## src/rtl/ctprs_pool_scheduler_pkg.sv

```systemverilog
// -----------------------------------------------------------------------------
// ctprs_pool_scheduler_pkg
//   Shared constants and helpers for the CTPRS pool scheduler.
//   - TRUE / FALSE single-bit constants.
//   - FSM state encodings (IDLE / RUN / DRAIN) as plain logic constants so
//     legacy code and checkers can compare against them directly.
//   - log2()    : ceiling log2 with a floor of 1, used for pointer widths.
//   - mod_inc() : modulo-N increment used by the allocate/retire pointers.
// -----------------------------------------------------------------------------
package ctprs_pool_scheduler_pkg;

   localparam logic TRUE  = 1'b1;
   localparam logic FALSE = 1'b0;

   localparam int unsigned ST_W = 2;
   localparam logic [1:0] ST_IDLE  = 2'd0;
   localparam logic [1:0] ST_RUN   = 2'd1;
   localparam logic [1:0] ST_DRAIN = 2'd2;

   // Ceiling log2, never below 1 so a single-entry pool still gets a 1-bit
   // pointer.
   function automatic int unsigned log2(input int unsigned n);
      int unsigned r;
      r = 1;
      for (int unsigned i = 1; i < 31; i++) begin
         if ((32'd1 << i) < n) r = i + 1;
      end
      return r;
   endfunction

   // Next index in a ring of n entries: n-1 wraps back to 0.
   function automatic int unsigned mod_inc(input int unsigned idx,
                                           input int unsigned n);
      return ((idx + 1) >= n) ? 32'd0 : (idx + 1);
   endfunction

endpackage

```

## src/rtl/ctprs_pool_scheduler.sv

```systemverilog
// -----------------------------------------------------------------------------
// ctprs_pool_scheduler
//   Hands sensor pixels (row, col, initial) to a pool of N_CTPRS camera-trace
//   projection row summers in round-robin order, and retires their sums in
//   exactly the order the pixels were allocated, producing one ordered result
//   stream per frame.
//
// Ports
//   CLK, RESET           clock, synchronous active-high reset
//   frame_start_i        pulse: IDLE -> RUN
//   frame_end_i          pulse: RUN -> DRAIN (wins over a same-cycle pixel)
//   px_valid_i/px_ready_o, px_row_i/px_col_i/px_initial_i
//                        pixel request channel
//   init_o               one-hot init pulse to the allocated summer
//   config_row_o/config_col_o/config_initial_o
//                        broadcast pixel config, registered with init_o
//   available_i          per-summer FREE flag
//   done_i               per-summer "result ready" flag
//   result_bus_i         summer[i] result at [i*FP_SIZE +: FP_SIZE]
//   sum_ack_o            one-hot retire pulse to the retired summer
//   out_valid_o/out_ready_i, out_row_o/out_col_o/out_result_o
//                        ordered result channel
//   frame_done_o         1-cycle pulse when the drain completes
//   busy_cnt_o           summers allocated and not yet retired
//   state_o              current FSM state (debug)
//
// Handshake rule for both channels: a transfer happens on a rising CLK edge
// where valid and ready are both high; a producer holding valid keeps its
// data stable until that edge, and ready may depend combinationally on the
// current cycle's inputs.
// -----------------------------------------------------------------------------
module ctprs_pool_scheduler
   import ctprs_pool_scheduler_pkg::*;
#(
   parameter int unsigned N_CTPRS      = 6,
   parameter int unsigned FP_SIZE      = 32,
   parameter int unsigned CAM_ROW_SIZE = 12,
   parameter int unsigned CAM_COL_SIZE = 12
) (
   input  logic                        CLK,
   input  logic                        RESET,
   input  logic                        frame_start_i,
   input  logic                        frame_end_i,
   input  logic                        px_valid_i,
   output logic                        px_ready_o,
   input  logic [CAM_ROW_SIZE-1:0]     px_row_i,
   input  logic [CAM_COL_SIZE-1:0]     px_col_i,
   input  logic [FP_SIZE-1:0]          px_initial_i,
   output logic [N_CTPRS-1:0]          init_o,
   output logic [CAM_ROW_SIZE-1:0]     config_row_o,
   output logic [CAM_COL_SIZE-1:0]     config_col_o,
   output logic [FP_SIZE-1:0]          config_initial_o,
   input  logic [N_CTPRS-1:0]          available_i,
   input  logic [N_CTPRS-1:0]          done_i,
   input  logic [N_CTPRS*FP_SIZE-1:0]  result_bus_i,
   output logic [N_CTPRS-1:0]          sum_ack_o,
   output logic                        out_valid_o,
   input  logic                        out_ready_i,
   output logic [CAM_ROW_SIZE-1:0]     out_row_o,
   output logic [CAM_COL_SIZE-1:0]     out_col_o,
   output logic [FP_SIZE-1:0]          out_result_o,
   output logic                        frame_done_o,
   output logic [log2(N_CTPRS):0]      busy_cnt_o,
   output logic [ST_W-1:0]             state_o
);

   localparam int unsigned PTR_W = log2(N_CTPRS);
   localparam int unsigned CNT_W = PTR_W + 1;

   // ---------------------------------------------------------------- state
   logic [ST_W-1:0]          state_q,       state_d;
   logic [PTR_W-1:0]         alloc_ptr_q,   alloc_ptr_d;
   logic [PTR_W-1:0]         retire_ptr_q,  retire_ptr_d;
   logic [N_CTPRS-1:0]       busy_q,        busy_d;
   logic [CNT_W-1:0]         busy_cnt_q,    busy_cnt_d;

   // Per-slot tag RAM: the pixel each summer is working on.
   logic [CAM_ROW_SIZE-1:0]  tag_row_q [N_CTPRS];
   logic [CAM_COL_SIZE-1:0]  tag_col_q [N_CTPRS];

   logic [N_CTPRS-1:0]       init_q,        init_d;
   logic [CAM_ROW_SIZE-1:0]  cfg_row_q,     cfg_row_d;
   logic [CAM_COL_SIZE-1:0]  cfg_col_q,     cfg_col_d;
   logic [FP_SIZE-1:0]       cfg_init_q,    cfg_init_d;

   logic [N_CTPRS-1:0]       sum_ack_q,     sum_ack_d;
   logic                     out_valid_q,   out_valid_d;
   logic [CAM_ROW_SIZE-1:0]  out_row_q,     out_row_d;
   logic [CAM_COL_SIZE-1:0]  out_col_q,     out_col_d;
   logic [FP_SIZE-1:0]       out_result_q,  out_result_d;
   logic                     frame_done_q,  frame_done_d;

   // ------------------------------------------------------ result unpacking
   logic [FP_SIZE-1:0]       result_arr [N_CTPRS];

   always_comb begin
      for (int unsigned i = 0; i < N_CTPRS; i++) begin
         result_arr[i] = result_bus_i[i*FP_SIZE +: FP_SIZE];
      end
   end

   // ------------------------------------------------------- fire conditions
   logic alloc_fire;
   logic retire_fire;

   // frame_end_i gates ready so a pixel presented in the same cycle as the
   // end-of-frame pulse is refused rather than silently accepted.
   assign px_ready_o = (state_q == ST_RUN) && !frame_end_i &&
                       !busy_q[alloc_ptr_q] && available_i[alloc_ptr_q];

   assign alloc_fire = px_valid_i && px_ready_o;

   // Only the oldest outstanding slot may retire; a younger summer that is
   // already done simply keeps done asserted until its turn comes.
   assign retire_fire = busy_q[retire_ptr_q] && done_i[retire_ptr_q] &&
                        (!out_valid_q || out_ready_i);

   // -------------------------------------------------------------- FSM
   always_comb begin
      state_d      = state_q;
      frame_done_d = FALSE;
      case (state_q)
         ST_IDLE: begin
            if (frame_start_i) state_d = ST_RUN;
         end
         ST_RUN: begin
            if (frame_end_i) state_d = ST_DRAIN;
         end
         ST_DRAIN: begin
            // Drain finishes once every sum has left through the output
            // register, not merely once the summers are released.
            if ((busy_cnt_q == '0) && !out_valid_q) begin
               state_d      = ST_IDLE;
               frame_done_d = TRUE;
            end
         end
         default: state_d = ST_IDLE;
      endcase
   end

   // ----------------------------------------------------------- allocation
   always_comb begin
      alloc_ptr_d = alloc_ptr_q;
      init_d      = '0;
      cfg_row_d   = cfg_row_q;
      cfg_col_d   = cfg_col_q;
      cfg_init_d  = cfg_init_q;
      if (alloc_fire) begin
         alloc_ptr_d         = PTR_W'(mod_inc(32'(alloc_ptr_q), N_CTPRS));
         init_d[alloc_ptr_q] = TRUE;
         cfg_row_d           = px_row_i;
         cfg_col_d           = px_col_i;
         cfg_init_d          = px_initial_i;
      end
   end

   // ----------------------------------------------------------- retirement
   always_comb begin
      retire_ptr_d  = retire_ptr_q;
      sum_ack_d     = '0;
      out_valid_d   = out_valid_q;
      out_row_d     = out_row_q;
      out_col_d     = out_col_q;
      out_result_d  = out_result_q;
      if (retire_fire) begin
         retire_ptr_d            = PTR_W'(mod_inc(32'(retire_ptr_q), N_CTPRS));
         sum_ack_d[retire_ptr_q] = TRUE;
         out_valid_d             = TRUE;
         out_row_d               = tag_row_q[retire_ptr_q];
         out_col_d               = tag_col_q[retire_ptr_q];
         out_result_d            = result_arr[retire_ptr_q];
      end else if (out_ready_i) begin
         out_valid_d = FALSE;
      end
   end

   // ------------------------------------------------- busy bits and count
   // Allocation and retirement never touch the same slot in one cycle: one
   // needs the busy bit clear, the other needs it set.
   always_comb begin
      busy_d = busy_q;
      if (alloc_fire)  busy_d[alloc_ptr_q]  = TRUE;
      if (retire_fire) busy_d[retire_ptr_q] = FALSE;

      busy_cnt_d = busy_cnt_q;
      case ({alloc_fire, retire_fire})
         2'b10:   busy_cnt_d = busy_cnt_q + CNT_W'(1);
         2'b01:   busy_cnt_d = busy_cnt_q - CNT_W'(1);
         default: busy_cnt_d = busy_cnt_q;
      endcase
   end

   // ------------------------------------------------------------ registers
   always_ff @(posedge CLK) begin
      if (RESET) begin
         state_q      <= ST_IDLE;
         alloc_ptr_q  <= '0;
         retire_ptr_q <= '0;
         busy_q       <= '0;
         busy_cnt_q   <= '0;
         init_q       <= '0;
         cfg_row_q    <= '0;
         cfg_col_q    <= '0;
         cfg_init_q   <= '0;
         sum_ack_q    <= '0;
         out_valid_q  <= FALSE;
         out_row_q    <= '0;
         out_col_q    <= '0;
         out_result_q <= '0;
         frame_done_q <= FALSE;
         for (int unsigned i = 0; i < N_CTPRS; i++) begin
            tag_row_q[i] <= '0;
            tag_col_q[i] <= '0;
         end
      end else begin
         state_q      <= state_d;
         alloc_ptr_q  <= alloc_ptr_d;
         retire_ptr_q <= retire_ptr_d;
         busy_q       <= busy_d;
         busy_cnt_q   <= busy_cnt_d;
         init_q       <= init_d;
         cfg_row_q    <= cfg_row_d;
         cfg_col_q    <= cfg_col_d;
         cfg_init_q   <= cfg_init_d;
         sum_ack_q    <= sum_ack_d;
         out_valid_q  <= out_valid_d;
         out_row_q    <= out_row_d;
         out_col_q    <= out_col_d;
         out_result_q <= out_result_d;
         frame_done_q <= frame_done_d;
         if (alloc_fire) begin
            tag_row_q[alloc_ptr_q] <= px_row_i;
            tag_col_q[alloc_ptr_q] <= px_col_i;
         end
      end
   end

   // -------------------------------------------------------------- outputs
   assign init_o           = init_q;
   assign config_row_o     = cfg_row_q;
   assign config_col_o     = cfg_col_q;
   assign config_initial_o = cfg_init_q;
   assign sum_ack_o        = sum_ack_q;
   assign out_valid_o      = out_valid_q;
   assign out_row_o        = out_row_q;
   assign out_col_o        = out_col_q;
   assign out_result_o     = out_result_q;
   assign frame_done_o     = frame_done_q;
   assign busy_cnt_o       = busy_cnt_q;
   assign state_o          = state_q;

endmodule

```

## config.mk

```make
export PLATFORM = sky130hd
export DESIGN_NAME = ctprs_pool_scheduler
export DESIGN_NICKNAME = d
export VERILOG_FILES = /design/src/rtl/ctprs_pool_scheduler_pkg.sv /design/src/rtl/ctprs_pool_scheduler.sv
export SDC_FILE = /design/constraint.sdc
export NUM_CORES = 1
export LEC_CHECK = 0
export CORE_MARGIN = 5
export CORE_UTILIZATION = 40
export DETAILED_ROUTE_END_ITERATION = 8
export HOLD_SLACK_MARGIN = 0.08
export PLACE_DENSITY = 0.68
export SLEW_MARGIN = 20
export SYNTH_ARGS = -nofsm -noshare
export SYNTH_HDL_FRONTEND = slang
export SYNTH_SLANG_ARGS = --single-unit
```

## constraint.sdc

```tcl
create_clock -name CLK -period 8.5 [get_ports CLK]
set_clock_uncertainty 0.15 [all_clocks]
set_input_delay 1.7 -clock CLK [delete_from_list [all_inputs] [get_ports CLK]]
set_output_delay 1.7 -clock CLK [all_outputs]
set_load 0.02 [all_outputs]
```

==> flow_summary.json, run 1 <==
{
  "outcome": "completed",
  "synth-adder-area-share_pct": 0.576,
  "die_h_um": 205,
  "finalHoldViolations": 0,
  "finalNonFillerCells": 2274,
  "drive_above_1_share_pct": 9.38,
  "wl_met3_um": 4720,
  "cpMostUsedCell": "clkdlybuf4s50_1",
  "crit_family": "buffers and inverters",
  "r2r_cells": 12,
  "grt_pass1_vias": 12800,
  "nets": 2003,
  "setup_viol": 0,
  "die_w_um": 205,
  "min_period_over_period_pct": 72.5,
  "p_leak_nw": 7.37,
  "area_growth_pct": 38.8,
  "cp.arrival_ns": 4.31,
  "synth.avg_cell_area_um2": 11.4,
  "cts_tree": "yes",
  "grt_pass1_wl_um": 79400,
  "hold_end": "out_row_o[9]",
  "dp_cells": 2200,
  "fin_setup_tns_ns": 0,
  "dp_hpwl_um": 35800,
  "layout_common_cells": "clkdlybuf4s50_1 (396), edfxtp_1 (192), dfxtp_1 (141), and2_1 (123), a21oi_1 (87)",
  "synth_compound_area_share_pct": 14.9,
  "num_rows": 71,
  "rr_endpoint": "busy_cnt_o[2]",
  "numPortBuffers": 398,
  "synth_top_family_by_area": "compound AO/OA/AOI/OAI gates",
  "antenna_found_initial": 4,
  "cp_num_cells": 7,
  "wl_um": 54200,
  "relSlewSlack_pct": 30.4,
  "cts_setup_buffers": 0,
  "muxShareOfSynthArea_pct": 9.07,
  "wirelength_met1_um": 20900,
  "grt_start_max_net_pins": 104,
  "synth_edf_count": 192,
  "drt-pass1-iter-count": 5,
  "synth_area_um2": 15200,
  "maxCapViolations": 0,
  "grt_overflow_total": 0,
  "synthFlopType": "edfxtp_1",
  "min_period_ns": 6.16,
  "via_per_inst": 5.54,
  "final_common_cell": "clkdlybuf4s50_1",
  "start_util_pct": 40.5,
  "hold_depth": 2,
  "synth-seq-cells": 336,
  "max_freq_mhz": 162,
  "clk_pin_slew_ns": 0.06,
  "drv_slew": 0,
  "yosysSeqAreaShare_pct": 56.9,
  "gp_congestion": 0.856,
  "grt_use_total_pct": 24.6,
  "cp_cell_sequence": "clkdlybuf4s50_1 > nand2b_1 > a222oi_1 > nand4_1 > buf_6 > inv_2 > clkdlybuf4s50_1",
  "worst_slew_pin_slew_ns": 1.04,
  "via_count": 12600,
  "r2r_slack_ns": 3.37,
  "async_flop_share_pct": 0,
  "path_class": "input pin to primary output",
  "ant_nets": 0,
  "required_ns": 6.65,
  "routed-wl-met2_um": 26500,
  "synth_cells": 1339,
  "worst_path_max_delay_cell": "clkdlybuf4s50_1",
  "cp_max_fo": 15,
  "cts-resized-gates": 0,
  "synthSimpleGateAreaFrac_pct": 14.5,
  "critPathBufInv": 4,
  "final_core_util_pct": 56.2,
  "critPathLaunchType": "input pin",
  "core_area_um2": 37600,
  "post_drt_wl_per_cell_um": 23.8,
  "worstSetupEndpointType": "primary output",
  "rsz0062_at_grt": "no",
  "synth_xor_area_share_pct": 0.346,
  "dieArea_um2": 42000,
  "ys_types": 64,
  "drt-initial-drc-count": 1071,
  "drc_errors": 0,
  "crit-reg2reg-launch": "alloc_ptr_q[2]",
  "peakVddDrop_uv": 138,
  "clockBufferDepth": 3,
  "cts.htree.levels": 2,
  "hp-start": "out_row_o[9]",
  "critical_path.max_stage_delay_ns": 0.60,
  "cts_root_buf": "clkbuf_16",
  "cts_buffers": 37,
  "clock-sinks": 336,
  "cts.hold.buffers_added": 0,
  "hold_path_class": "flop to flop",
  "power_density_nw_per_um2": 180,
  "clk_latency_ns": 0.52,
  "routed.top_layer": "met4",
  "ioPinCount": 399,
  "synth_warnings": 0
}
==> worst max path at each step <==
| stage | slack (ns) | end | startpoint |
|---|---|---|---|
| floorplan | 3.12 | tag_col_q[2][0] | available_i[5] |
| global placement | 2.11 | busy_cnt_o[2] | available_i[5] |
| detailed placement | 1.96 | busy_cnt_o[2] | available_i[5] |
| CTS | 2.06 | px_ready_o | available_i[5] |
| global route | 2.15 | px_ready_o | available_i[5] |
| finish | 2.34 | px_ready_o | available_i[5] |
==> state kept, by name, summed over array words and instances (netlist names) <==
name / count
config_row_o: 12
init_o: 6
out_valid_o: 1
state_o: 2
sum_ack_o: 6
busy_q: 6
config_col_o: 12
config_initial_o: 32
tag_row_q: 96
out_col_o: 12
tag_col_q: 96
frame_done_o: 1
out_row_o: 12
out_result_o: 32
busy_cnt_o: 4
alloc_ptr_q: 3
retire_ptr_q: 3
==> kinds of logic after synthesis <==
logic type                 Yosys count
and+or+nand+nor                    407
AOI/OAI and AO/OA                  337
DFF                                336
buffers and inverters              131
muxes                              114
adders and majority gates            7
xor gates and xnor gates             6
other                                1
==> synthesized netlist by cell type, types with 30 or more instances <==
cell type,instances,share of area [%]
nor2_1,60,1.5
nand2_1,55,1.4
and2_1,123,5.1
and3_1,30,1.2
mux2_2,30,2.2
a21oi_1,87,2.9
buf_2,35,1.2
dfxtp_1,144,19
edfxtp_1,192,38
nand3_1,67,2.2
clkbuf_1,71,1.8
mux2i_1,68,4.5
a211oi_1,32,1.6
o21ai_0,70,2.3
==> layout make-up <==
| class | count | area [µm²] |
|---|---|---|
| flip-flops and latches | 336 | 8660 |
| fillers | 3162 | 16500 |
| multi-input cells | 919 | 6250 |
| diodes | 4 | 10.0 |
| clock inverters | 23 | 297 |
| well taps | 511 | 639 |
| clock buffers | 45 | 997 |
| repair buffers | 427 | 4220 |
| inverters | 9 | 35.0 |
==> routing by layer <==
layer | GRT usage, % | vias to the layer above
met4 | 9.23 | 0
met1 | 30.8 | 6097
met5 | 0 | -
li1 | - | 5771
met2 | 42.0 | 601
met3 | 5.24 | 119
==> tightest hold or removal path: stages (launching register included) <==
cell and delay [ns]:
dfxtp_1 0.31, nand2_1 0.05, a21oi_1 0.05
==> power breakdown <==
| group | total [mW] | switching (mW) | internal [mW] |
|---|---|---|---|
| clock network | 1.69 | 0.666 | 1.03 |
| logic | 0.327 | 0.154 | 0.173 |
| registers | 1.78 | 0.0184 | 1.76 |
==> stage by stage <==
step	setup slack (ns)	hold WS (ns)	instance area (µm²)	power, mW
detailed placement	1.96	0.297	19800	2.13
finish	2.34	0.301	21100	3.80
global route	2.15	0.323	21100	3.92
global placement	2.11	0.292	19800	2.13
CTS	2.06	0.305	21100	3.82
floorplan	3.12	0.380	15400	1.93
No activity file was read; power rests on OpenSTA's default activity.
==> inputs of run 2 (changes only) <==
--- a/config.mk
+++ b/config.mk
@@ -9,7 +9,7 @@
 export CORE_UTILIZATION = 40
 export DETAILED_ROUTE_END_ITERATION = 8
 export HOLD_SLACK_MARGIN = 0.08
-export PLACE_DENSITY = 0.68
+export PLACE_DENSITY = 0.7
 export SLEW_MARGIN = 20
 export SYNTH_ARGS = -nofsm -noshare
 export SYNTH_HDL_FRONTEND = slang
==> constraint.sdc (replaced) <==
create_clock -name CLK -period 5 [get_ports CLK]
set_clock_uncertainty 0.15 [all_clocks]
set_input_delay 1 -clock CLK [delete_from_list [all_inputs] [get_ports CLK]]
set_output_delay 1 -clock CLK [all_outputs]
set_load 0.02 [all_outputs]
==> run 2 against run 1 <==
Net effect:
- final area down 0.66%
- first-iteration DRC count down 3.5%
- critical endpoint unchanged
- count of clock-buffer cells in the layout up 3
- global-route usage down 0.37 points
- sequential cell count unchanged
- register-to-register slack worse by 2.0 ns
- die area unchanged
- largest cell class unchanged
- total power up 63%
- worst hold slack better by 0.0038 ns
==> flow_summary.json, run 2 (same netlist as run 1, synthesis figures left out) <==
{
  "outcome": "completed",
  "hold_path_class": "flop to flop",
  "drive_above_1_share_pct": 9.41,
  "final_common_cell": "clkdlybuf4s50_1",
  "drt-pass1-iter-count": 5,
  "layout_common_cells": "clkdlybuf4s50_1 (396), edfxtp_1 (192), dfxtp_1 (141), and2_1 (123), a21oi_1 (87)",
  "rsz0062_at_grt": "no",
  "clk_latency_ns": 0.53,
  "grt_overflow_total": 0,
  "wirelength_met1_um": 21100,
  "min_period_over_period_pct": 86.3,
  "grt_use_total_pct": 24.2,
  "clk_pin_slew_ns": 0.06,
  "power_density_nw_per_um2": 295,
  "critPathLaunchType": "input pin",
  "via_per_inst": 5.52,
  "r2r_slack_ns": 1.42,
  "cp_cell_sequence": "clkdlybuf4s50_1 > nand2b_1 > a222oi_1 > nand4_1 > inv_2 > clkdlybuf4s50_1",
  "cts_buffers": 37,
  "die_h_um": 205,
  "clock-sinks": 336,
  "clockBufferDepth": 3,
  "routed.top_layer": "met4",
  "hold-worst-slack_ns": 0.305,
  "crit-reg2reg-launch": "alloc_ptr_q[2]",
  "reg_top3": "tag_col_q: 96 flops, tag_row_q: 96 flops",
  "via_count": 12600,
  "ioPinCount": 399,
  "numPortBuffers": 398,
  "setup_viol": 0,
  "cts.htree.levels": 2,
  "peakVddDrop_uv": 244,
  "grt_pass1_vias": 12600,
  "hp-start": "out_result_o[27]",
  "routed-wl-met2_um": 27400,
  "hold_depth": 2,
  "finalHoldViolations": 0,
  "start_util_pct": 40.5,
  "cts-resized-gates": 0,
  "rr_endpoint": "busy_cnt_o[2]",
  "worst_path_max_delay_cell": "clkdlybuf4s50_1",
  "antenna_found_initial": 5,
  "gp_congestion": 0.834,
  "num_rows": 71,
  "cts.hold.buffers_added": 0,
  "worstSetupEndpointType": "primary output",
  "cts_root_buf": "clkbuf_16",
  "worst_slew_pin_slew_ns": 1.05,
  "final_core_util_pct": 55.8,
  "dp_hpwl_um": 36100,
  "die_w_um": 205,
  "area_growth_pct": 37.9,
  "maxCapViolations": 0,
  "critical_path.max_stage_delay_ns": 0.65,
  "grt_start_max_net_pins": 76,
  "grt_pass1_wl_um": 78500,
  "wl_met3_um": 3970,
  "path_class": "input pin to primary output",
  "dieArea_um2": 42000,
  "drc_errors": 0,
  "ant_nets": 0,
  "min_period_ns": 4.31,
  "drt-initial-drc-count": 1033,
  "cp.arrival_ns": 3.16,
  "cts_setup_buffers": 0,
  "fillers": 3217,
  "relSlewSlack_pct": 30.1,
  "hold_end": "out_result_o[27]",
  "drv_slew": 0,
  "cp_max_fo": 11,
  "crit_family": "buffers and inverters",
  "cts_tree": "yes",
  "critPathBufInv": 3,
  "required_ns": 3.85,
  "post_drt_wl_per_cell_um": 23.6,
  "nets": 2010,
  "fin_setup_tns_ns": 0,
  "p_total_mw": 6.18,
  "core_area_um2": 37600,
  "cpMostUsedCell": "clkdlybuf4s50_1",
  "r2r_cells": 12,
  "p_leak_nw": 7.31,
  "wl_um": 53900,
  "max_freq_mhz": 232
}
-- run 2: how the worst max path moves through the flow --
stage | startpoint | end | slack, ns | cells past startpoint
floorplan | available_i[5] | tag_col_q[2][0] | 0.32 | 7
global placement | available_i[2] | px_ready_o | 0.71 | 6
detailed placement | available_i[2] | px_ready_o | 0.70 | 6
CTS | available_i[2] | px_ready_o | 0.69 | 6
global route | available_i[2] | px_ready_o | 0.58 | 6
finish | available_i[2] | px_ready_o | 0.69 | 6
-- run 2: layout make-up --
| type | count | area (µm²) | share of cell area (%) |
|---|---|---|---|
| Clock inverter | 19 | 165 | 0.788 |
| Inverter | 9 | 35.0 | 0.167 |
| Tap cell | 511 | 639 | 3.05 |
| Timing Repair Buffer | 434 | 4250 | 20.3 |
| Multi-Input combinational cell | 919 | 6230 | 29.7 |
| Clock buffer | 48 | 977 | 4.66 |
| Sequential cell | 336 | 8660 | 41.3 |
| Antenna cell | 5 | 12.5 | 0.0597 |
-- run 2: per-stage QoR --
step / instances / cell area [µm²] / setup WS [ns]
detailed placement: 2209 / 19800 / 0.695
global route: 2280 / 21000 / 0.581
CTS: 2276 / 21000 / 0.688
floorplan: 1386 / 15400 / 0.319
global placement: 2209 / 19800 / 0.713
finish: 2281 / 21000 / 0.685
-- run 2: power breakdown --
group          internal (mW)  switching [mW]  total (mW)
clock network           1.50            1.12        2.61
logic                  0.295           0.258       0.553
registers               2.99          0.0319        3.02
-- run 2: per-layer routing --
layer | global-route usage (%) | vias to the layer above
met5 | 0 | -
met4 | 7.01 | 0
met3 | 4.42 | 95
met2 | 43.5 | 516
met1 | 29.8 | 6206
li1 | - | 5781
-- run 2: worst min-delay path, delay by kind of cell (launching register included) --
family	cells	cell delay, ns
flip-flops	1	0.30
AND/OR/NAND/NOR	1	0.05
AO/OA/AOI/OAI	1	0.05
==> inputs of run 3 (changes only) <==
--- a/config.mk
+++ b/config.mk
@@ -5,12 +5,12 @@
 export SDC_FILE = /design/constraint.sdc
 export NUM_CORES = 1
 export LEC_CHECK = 0
+export CORE_ASPECT_RATIO = 0.7
 export CORE_MARGIN = 5
 export CORE_UTILIZATION = 40
 export DETAILED_ROUTE_END_ITERATION = 8
 export HOLD_SLACK_MARGIN = 0.08
-export PLACE_DENSITY = 0.7
-export SLEW_MARGIN = 20
+export PLACE_DENSITY = 0.68
 export SYNTH_ARGS = -nofsm -noshare
 export SYNTH_HDL_FRONTEND = slang
 export SYNTH_SLANG_ARGS = --single-unit
==> constraint.sdc (replaced) <==
create_clock -name CLK -period 4.1 [get_ports CLK]
set_clock_uncertainty 0.15 [all_clocks]
set_input_delay 0.82 -clock CLK [delete_from_list [all_inputs] [get_ports CLK]]
set_output_delay 0.82 -clock CLK [all_outputs]
set_load 0.02 [all_outputs]
==> run 3 against run 2 <==
Net effect:
- routed wire length up 2.6%
- clock power up 20%
- global-route usage up 0.93 points
- critical endpoint unchanged
- register-to-register slack worse by 0.72 ns
- worst setup slack worse by 0.45 ns
- die area up 0.15%
==> flow_summary.json, run 3 (same netlist as run 1, synthesis figures left out) <==
{
  "grt_pass1_vias": 12900,
  "cts_setup_buffers": 0,
  "peakVddDrop_uv": 235,
  "numPortBuffers": 398,
  "dp_hpwl_um": 37200,
  "clock-sinks": 336,
  "critical_path.max_stage_delay_ns": 0.62,
  "via_count": 12600,
  "cp_max_fo": 4,
  "grt_pass1_wl_um": 82200,
  "antenna_found_initial": 5,
  "rsz0062_at_grt": "no",
  "path_class": "input pin to primary output",
  "wl_um": 55300,
  "r2r_slack_ns": 0.70,
  "cts.hold.buffers_added": 0,
  "outcome": "completed",
  "power_density_nw_per_um2": 357,
  "nets": 2017,
  "grt_use_total_pct": 25.1,
  "area_growth_pct": 38.2,
  "gp_congestion": 1.00,
  "max_freq_mhz": 259,
  "final_common_cell": "clkdlybuf4s50_1",
  "die_w_um": 243,
  "placed_area_um2": 19900,
  "die_h_um": 173,
  "switching_share_pct": 22.5,
  "drt-initial-drc-count": 983,
  "cts_root_buf": "clkbuf_16",
  "num_rows": 59,
  "fillers": 3180,
  "finalHoldViolations": 0,
  "grt_start_max_net_pins": 104,
  "p_leak_nw": 7.37,
  "p_sw_mw": 1.69,
  "drc_errors": 0,
  "worstSetupEndpointType": "primary output",
  "cpMostUsedCell": "clkdlybuf4s50_1",
  "required_ns": 3.13,
  "worst_slew_pin_slew_ns": 1.34,
  "min_period_over_period_pct": 94.3,
  "setup_viol": 0,
  "worst_path_max_delay_cell": "clkdlybuf4s50_1",
  "postLayoutCellArea_um2": 21000,
  "crit_family": "buffers and inverters",
  "cp_cell_sequence": "clkdlybuf4s50_1 > nand2b_1 > a222oi_1 > buf_4 > nand4_1 > inv_2 > clkdlybuf4s50_1",
  "p_clk_share_pct": 41.7,
  "reg_top3": "tag_col_q: 96 flops, tag_row_q: 96 flops",
  "critPathLaunchType": "input pin",
  "critPathBufInv": 4,
  "grt_overflow_total": 0,
  "power_frac_seq_pct": 49.0,
  "clk_latency_ns": 0.53,
  "relSlewSlack_pct": 10.3,
  "ioPinCount": 399,
  "dieArea_um2": 42100,
  "p_comb_share_pct": 9.3,
  "drv_slew": 0,
  "maxCapViolations": 0,
  "post_drt_wl_per_cell_um": 24.5,
  "final_core_util_pct": 56.3,
  "cts.htree.levels": 2,
  "hold_path_class": "flop to flop",
  "via_per_inst": 5.58,
  "start_util_pct": 40.7,
  "cp.arrival_ns": 2.90,
  "min_period_ns": 3.87,
  "cts_tree": "yes",
  "core_area_um2": 37400,
  "drive_above_1_share_pct": 9.44,
  "layout_common_cells": "clkdlybuf4s50_1 (396), edfxtp_1 (192), dfxtp_1 (141), and2_1 (123), a21oi_1 (87)",
  "clockBufferDepth": 3,
  "cts_buffers": 34,
  "clk_pin_slew_ns": 0.05,
  "drt-pass1-iter-count": 5,
  "p_int_mw": 5.82,
  "cts-resized-gates": 0,
  "ant_nets": 0
}
run 3: changes by cell type in the layout (fill, tap and decap cells not counted), moves of 2 or more:
cell        delta
clkinv_1       +3
clkinv_2       -5
diode_2        -3
buf_4          +5
inv_6          -2
clkinvlp_4     -4
buf_12         +5
clkbuf_16      -2
run 3: final timing paths:
path                     end       startpoint  cells past startpoint
max               px_ready_o   available_i[5]                      7
min          out_result_o[3]  out_result_o[3]                      2
max reg2reg    busy_cnt_o[2]   alloc_ptr_q[0]                     13
min reg2reg  out_result_o[3]  out_result_o[3]                      2
run 3: cell type report:
cell class | count | area (µm²) | area share (%)
Inverter | 9 | 35.0 | 0.167
Antenna cell | 2 | 5.00 | 0.0238
Clock buffer | 49 | 943 | 4.49
Multi-Input combinational cell | 919 | 6230 | 29.6
Sequential cell | 336 | 8660 | 41.2
Timing Repair Buffer | 444 | 4380 | 20.9
Tap cell | 488 | 611 | 2.90
Clock inverter | 13 | 154 | 0.732
run 3: power groups by stage:
stage	Clock, mW	Sequential, mW	Combinational, mW
detailed placement	0	3.75	0.695
CTS	3.18	3.68	0.699
global placement	0	3.75	0.692
floorplan	0	3.76	0.237
finish	3.13	3.68	0.698
global route	3.33	3.68	0.739
run 3: per-layer routing:
| metal | vias up | GRT usage (%) | routed length, µm |
|---|---|---|---|
| met4 | 6 | 8.20 | 1820 |
| met1 | 6200 | 30.9 | 21800 |
| met2 | 520 | 44.2 | 27700 |
| li1 | 5794 | - | - |
| met5 | - | 0 | 38 |
| met3 | 83 | 5.40 | 3920 |
run 3: stage by stage:
step                instances  hold WS [ns]  worst slack, ns  total power [mW]  TNS [ns]
global placement         2196         0.292            0.126              4.44         0
global route             2260         0.328            0.121              7.76         0
CTS                      2258         0.306            0.213              7.56         0
finish                   2260         0.306            0.233              7.50         0
detailed placement       2196         0.297            0.136              4.45         0
floorplan                1386         0.380           -0.401              4.00    -33.41
run 3: worst register-to-register path: cells and delay by family, from the launching register on:
family | cells | cell delay, ns
and+or+nand+nor | 4 | 0.85
AOI/OAI and AO/OA | 3 | 0.69
DFF | 1 | 0.63
adders and majority gates | 2 | 0.44
buffers and inverters | 2 | 0.29
xor gates and xnor gates | 2 | 0.26
